**src/rtl/param_scan_decoder_if.sv**
```systemverilog
// ---------------------------------------------------------------------------
// param_scan_decoder_if
// Groups the control inputs and decoded outputs of param_scan_decoder.
//   en     enable; 0 deasserts every output line
//   mode   0 = DIRECT decode, 1 = SCAN sweep
//   sel    DIRECT: index to decode; SCAN: start index on scan entry
//   d      registered one-hot output (2**N lines)
//   idx    registered current index
//   valid  registered; 1 when d carries a decoded line
//   wrap   one-cycle pulse when the scan index wraps to 0
// master: drives en/mode/sel (controller side)
// slave:  drives d/idx/valid/wrap (decoder side)
// ---------------------------------------------------------------------------
interface param_scan_decoder_if #(
    parameter int N = 3
);
    localparam int OUTS = 2 ** N;

    logic            en;
    logic            mode;
    logic [N-1:0]    sel;
    logic [OUTS-1:0] d;
    logic [N-1:0]    idx;
    logic            valid;
    logic            wrap;

    modport master (
        output en, mode, sel,
        input  d, idx, valid, wrap
    );

    modport slave (
        input  en, mode, sel,
        output d, idx, valid, wrap
    );
endinterface

```
**src/rtl/param_scan_decoder.sv**
```systemverilog
// ---------------------------------------------------------------------------
// param_scan_decoder
// Registered N-to-2**N one-hot decoder with a DIRECT mode (decode sel) and a
// SCAN mode (clock-divided sweep of every output line with a wrap strobe),
// aimed at multiplexed display digit / keypad row drive.
// Parameters:
//   N         select width (1..6); output width OUTS = 2**N
//   SCAN_DIV  clocks each index is held in SCAN mode (>= 1)
// Ports:
//   clk    system clock, rising edge
//   rst_n  asynchronous active-low reset
//   bus    param_scan_decoder_if.slave (en, mode, sel in; d, idx, valid, wrap out)
// Configuration macro:
//   DECODER_ACTIVE_LOW_EN  when defined, d is active-low (idle lines = 1);
//                          idx, valid and wrap are unaffected.
// ---------------------------------------------------------------------------
module param_scan_decoder #(
    parameter int N        = 3,
    parameter int SCAN_DIV = 4
) (
    input  logic                 clk,
    input  logic                 rst_n,
    param_scan_decoder_if.slave  bus
);
    localparam int OUTS = 2 ** N;
    localparam int DW   = $clog2(SCAN_DIV) + 1;
    localparam logic [DW-1:0] DIV_LAST = DW'(SCAN_DIV - 1);
    localparam logic [DW-1:0] DIV_ZERO = {DW{1'b0}};
    localparam logic [N-1:0]  IDX_ZERO = {N{1'b0}};

`ifdef DECODER_ACTIVE_LOW_EN
    // Idle pattern doubles as the XOR mask that applies output polarity.
    localparam logic [OUTS-1:0] D_IDLE = {OUTS{1'b1}};
`else
    localparam logic [OUTS-1:0] D_IDLE = {OUTS{1'b0}};
`endif

    // State is a registered copy of mode.
    typedef enum logic {
        S_DIRECT = 1'b0,
        S_SCAN   = 1'b1
    } state_t;

    state_t          state_r, state_s;
    logic [OUTS-1:0] d_r, d_s;
    logic [N-1:0]    idx_r, idx_s;
    logic [DW-1:0]   div_r, div_s;
    logic            valid_r, valid_s;
    logic            wrap_r, wrap_s;

    function automatic logic [OUTS-1:0] onehot(input logic [N-1:0] i);
        logic [OUTS-1:0] v;
        for (int k = 0; k < OUTS; k++) begin
            v[k] = (i == N'(k));
        end
        return v;
    endfunction

    // Next-state and next-output logic for both modes.
    always_comb begin
        idx_s   = idx_r;
        div_s   = div_r;
        wrap_s  = 1'b0;
        valid_s = 1'b0;
        d_s     = D_IDLE;

        // Mode tracking is independent of en.
        if (bus.mode) begin
            state_s = S_SCAN;
        end else begin
            state_s = S_DIRECT;
        end

        if (bus.en) begin
            valid_s = 1'b1;
            case (state_r)
                S_SCAN: begin
                    if (bus.mode) begin
                        // Steady scan: advance index on the last divider count.
                        if (div_r == DIV_LAST) begin
                            div_s  = DIV_ZERO;
                            idx_s  = idx_r + N'(1);
                            wrap_s = &idx_r;
                        end else begin
                            div_s  = div_r + DW'(1);
                        end
                    end else begin
                        // Scan exit behaves as a DIRECT decode.
                        idx_s = bus.sel;
                        div_s = DIV_ZERO;
                    end
                end
                default: begin
                    // DIRECT decode; also scan entry, which starts from sel.
                    idx_s = bus.sel;
                    div_s = DIV_ZERO;
                end
            endcase
            // d follows the index chosen in this same edge.
            d_s = onehot(idx_s) ^ D_IDLE;
        end else begin
            // Paused: idx/divider hold so the scan resumes where it stopped.
            idx_s = idx_r;
        end
    end

    // State and output registers.
    always_ff @(posedge clk or negedge rst_n) begin
        if (!rst_n) begin
            state_r <= S_DIRECT;
            d_r     <= D_IDLE;
            idx_r   <= IDX_ZERO;
            div_r   <= DIV_ZERO;
            valid_r <= 1'b0;
            wrap_r  <= 1'b0;
        end else begin
            state_r <= state_s;
            d_r     <= d_s;
            idx_r   <= idx_s;
            div_r   <= div_s;
            valid_r <= valid_s;
            wrap_r  <= wrap_s;
        end
    end

    assign bus.d     = d_r;
    assign bus.idx   = idx_r;
    assign bus.valid = valid_r;
    assign bus.wrap  = wrap_r;

endmodule
```
**src/flat_wrapper.sv**
```systemverilog
// flat-port wrapper written by rule: the top's interface ports become plain ports
module param_scan_decoder_flat 
#(
    parameter int N        = 3,
    parameter int SCAN_DIV = 4
)
  (clk, rst_n, bus_en, bus_mode, bus_sel, bus_d, bus_idx, bus_valid, bus_wrap);
  param_scan_decoder_if #(.N(N)) bus_i ();
  input  logic clk;
  input  logic rst_n;
  input wire logic [$bits(bus_i.en)-1:0] bus_en;
  input wire logic [$bits(bus_i.mode)-1:0] bus_mode;
  input wire logic [$bits(bus_i.sel)-1:0] bus_sel;
  output wire logic [$bits(bus_i.d)-1:0] bus_d;
  output wire logic [$bits(bus_i.idx)-1:0] bus_idx;
  output wire logic [$bits(bus_i.valid)-1:0] bus_valid;
  output wire logic [$bits(bus_i.wrap)-1:0] bus_wrap;
  assign bus_i.en = bus_en;
  assign bus_i.mode = bus_mode;
  assign bus_i.sel = bus_sel;
  assign bus_d = bus_i.d;
  assign bus_idx = bus_i.idx;
  assign bus_valid = bus_i.valid;
  assign bus_wrap = bus_i.wrap;
  param_scan_decoder #(.N(N), .SCAN_DIV(SCAN_DIV)) u_core (.clk(clk), .rst_n(rst_n), .bus(bus_i));
endmodule
```
**config.mk**
```make
export PLATFORM = sky130hd
export DESIGN_NAME = param_scan_decoder_flat
export DESIGN_NICKNAME = d
export VERILOG_FILES = /design/src/rtl/param_scan_decoder_if.sv /design/src/rtl/param_scan_decoder.sv /design/src/flat_wrapper.sv
export SDC_FILE = /design/constraint.sdc
export NUM_CORES = 1
export LEC_CHECK = 0
export ABC_AREA = 1
export BUFFER_PORTS_ARGS = -buffer_cell sky130_fd_sc_hd__buf_4
export CORE_MARGIN = 1.5
export CORE_UTILIZATION = 40
export CTS_BUF_LIST = sky130_fd_sc_hd__clkbuf_4 sky130_fd_sc_hd__clkbuf_8 sky130_fd_sc_hd__clkbuf_16
export DETAILED_ROUTE_END_ITERATION = 10
export GPL_TIMING_DRIVEN = 0
export PLACE_DENSITY = 0.63
export SLEW_MARGIN = 20
export SYNTH_ARGS = -nofsm -noshare
export SYNTH_HDL_FRONTEND = slang
export SYNTH_SLANG_ARGS = --single-unit
```
**constraint.sdc**
```tcl
create_clock -name clk -period 1.9 [get_ports clk]
set_clock_uncertainty 0.15 [all_clocks]
set_input_delay 0.19 -clock clk [delete_from_list [all_inputs] [get_ports clk]]
set_output_delay 0.19 -clock clk [all_outputs]
set_load 0.02 [all_outputs]
```
==> run_results.csv <==
group,metric,value,unit
synth,synth-adder-area-share,4.83,%
run_status,status,"completed",
grt,grt_antenna_before_repair,0,
clocking,cts_setup_buffers,0,
placement,port_buffers,19,
sta,period_share,84.1,%
grt,grt_overflow_total,0,
synth,synth_top_family_by_area,"simple AND/OR/NAND/NOR gates",
critical_path,crit_arrival,1.67,ns
synth,yosysTopAreaCell,"dfrtp_1",
synth,synth_area_leaders,"dfrtp_1 55%, nand2_1 9.7%, nand2_2 6.4%",
critical_path,crit_slowest_cell,"dfrtp_1",
job,drv_cap,0,
final_layout,n_fill_cell,168,
critical_path,path_max_fanout,5,
clocking,clkSinkCount,17,
grt,grt_pass1_wl,2260,µm
sta,tightestPinTransition,0.214,ns
drt,wl_per_cell,10.1,µm
placement,dp_hpwl,1040,µm
critical_path,worstSetupStartpointType,"flop",
final_layout,syn_to_final_growth,29.8,%
synth,synth_top_area_share,54.8,%
power,combPwrFrac,20.0,%
synth,synth_edf_count,0,
power,intPower,0.517,mW
clocking,cts_resized,0,
drt,drc,0,
final_layout,stdcell_area,1010,µm²
synth,ys_seq_area_share,54.8,%
grt,grt_max_degree,18,
clocking,h-tree-depth,1,
drt,ant_nets,0,
critical_path,crit_type,"flop to flop",
placement,place_area,951,µm²
synth,ys.flop_type,"dfrtp_1",
critical_path,ff2ff_setup_slack,0.30,ns
final_layout,nets,121,
power,p_switching,0.208,mW
grt,grt_pass1_vias,528,
synth,syn_inst,84,
hold_path,min_from,"bus_sel[2]",
synth,muxShareOfSynthArea,0,%
clocking,clockBufferDepth,2,
clocking,root_buffer,"clkbuf_4",
synth,synth.distinct_cells,17,
critical_path,worstSetupStartpoint,"u_core.bus.idx[0]$_DFFE_PN0P_",
sta,fmax,0.626,GHz
sta,slew_headroom,85.7,%
power,switching_share,28.7,%
floorplanning,coreArea,1780,µm²
critical_path,slowest_delay,0.43,ns
floorplanning,rows,15,
floorplanning,die_height,47.1,µm
final_layout,fin_util,56.6,%
critical_path,crit_required,1.97,ns
drt,via_per_inst,4.49,
final_layout,antenna_cells,0,
final_layout,seq_area,425,µm²
synth,syn_area,777,µm²
synth,synth_seq_cells,17,
hold_path,hold_class,"input port to flop",
grt,grtUsageTotal,14.6,%
clocking,cts_tree,"built",
clocking,cts_buffers,3,
power,p_per_area,719,nW/µm²
sta,maxSlewViolCount,0,
synth,yosysWarningCount,0,
sta,rsz0062_at_grt,"false",
sta,finalHoldViolCount,0,
floorplanning,io_pins,20,
sta,setup-violations-final,0,
power,leakage,0.530,nW
drt,drtPass1Iterations,4,
drt,wl,1360,µm
final_layout,drive_gt1_share,35.5,%
critical_path,critPathCaptureType,"flop",
power,seq_power_share,54.1,%
power,vdd_drop_max,0.000432,V
sta,finalSetupTns,0,ns
synth,synth_nets,94,
power,p_clk_share,25.8,%
synth,synthArstFlopShare,100,%
final_layout,multi_input_area,308,µm²
synth,synthXorXnorAreaFrac,0,%
drt,via_count,606,
synth,synthSimpleGateAreaFrac,29.8,%
floorplanning,dieArea,2220,µm²
clocking,cts.clk_slew.worst_paths,0.10,ns
placement,gp_congestion,0.811,
critical_path,worstPathCellList,"ha_1, ha_1, inv_1, nand2_1, nand3_4, nand2_2, nand2_2, nor2_1",
synth,synth_compound_area_share,4.99,%
synth,avgSynthCellArea,9.25,µm²
clocking,clk_latency,0.28,ns
floorplanning,start_util,43.6,%
floorplanning,chipWidth,47.1,µm
drt,drt_iter0_markers,10,
critical_path,r2r_start,"u_core.bus.idx[0]$_DFFE_PN0P_",
sta,period_minus_slack,1.60,ns
layout by cell type, fill, tap and decap left out, drive strengths merged:
cell / synthesis / routed
or2: 1 / 1
clkinv: 0 / 1
nor2: 10 / 10
o21ai: 5 / 5
dfrtp: 17 / 17
inv: 11 / 11
a21oi: 2 / 2
ha: 3 / 3
dlygate4sd3: 0 / 3
buf: 0 / 19
nor3: 1 / 1
nand3: 6 / 6
clkbuf: 0 / 3
nand2: 28 / 28
final timing paths:
kind,endpoint,depth (start not counted)
min in group asynchronous,u_core.bus.idx[2]$_DFFE_PN0P_,2
max in group asynchronous,u_core.div_r[2]$_DFFE_PN0P_,2
worst max-delay path,u_core.bus.d[7]$_DFF_PN0_,8
worst max register to register,u_core.bus.d[7]$_DFF_PN0_,8
worst min register to register,u_core.div_r[1]$_DFFE_PN0P_,2
worst min-delay path,u_core.bus.d[1]$_DFF_PN0_,4
per-stage QoR:
| stage | cells | total power, mW | hold slack, ns | setup WS [ns] |
|---|---|---|---|---|
| 5_1_grt | 135 | 0.771 | 0.104 | 0.193 |
| 2_1_floorplan | 84 | 0.485 | -0.256 | 0.284 |
| 3_3_place_gp | 128 | 0.539 | -0.0886 | 0.296 |
| 6_report | 135 | 0.725 | 0.117 | 0.301 |
| 3_5_place_dp | 128 | 0.542 | -0.0857 | 0.299 |
| 4_1_cts | 135 | 0.732 | 0.116 | 0.283 |
cells in the mapped netlist (2+ instances only):
cell	instances
nor2_1	9
inv_2	3
nand3_4	2
nand3_1	4
nand2_1	20
o21ai_0	3
inv_1	7
nand2_2	8
o21ai_1	2
dfrtp_1	17
ha_1	3
repair_timing:
| action | CTS | global route |
|---|---|---|
| hold buffers | 3 | 0 |
| endpoints found under the setup margin | 0 | 0 |
| hold endpoints to repair | 20 | 0 |
power by group through the flow:
stage                     clock network (mW)  registers (mW)  logic [mW]
final                                  0.187           0.392       0.145
after detailed placement                   0           0.400       0.142
after global placement                     0           0.399       0.140
after global routing                   0.213           0.395       0.163
after CTS                              0.192           0.393       0.148
after floorplan                            0           0.417      0.0681
per-layer routing:
layer	share of wire (%)	GRT usage [%]	wire, µm	vias to the layer above
li1	-	-	-	316
met1	50	20.5	685	275
met2	45	21.4	617	13
met3	3.3	3.46	45	2
met4	0.74	6.67	10	0
met5	0	0	0	-
critical path, delay by kind of cell (launching register included):
kind	cells	cell delay (ns)
and+or+nand+nor	5	0.44
adders and majority gates	2	0.49
DFF	1	0.43
buffers and inverters	1	0.03
kinds of logic (layout without fill, tap and decap cells):
logic type	Yosys count	in the layout
AOI/OAI and AO/OA	7	7
and+or+nand+nor	46	46
adders and majority gates	3	3
buffers and inverters	11	37
DFF	17	17
final cells by class:
class / instances / area share (%)
Inverter: 11 / 4.34
Tap cell: 25 / 3.10
Sequential cell: 17 / 42.2
Timing Repair Buffer: 22 / 17.1
Multi-Input combinational cell: 56 / 30.5
Clock inverter: 1 / 0.496
Clock buffer: 3 / 2.23
state kept, by name (all words and copies together) (netlist names):
signal	count
u_core.state_r	1
u_core.bus.idx	3
u_core.bus.wrap	1
u_core.bus.valid	1
u_core.bus.d	8
u_core.div_r	3
(Power assumes the default switching activity.)
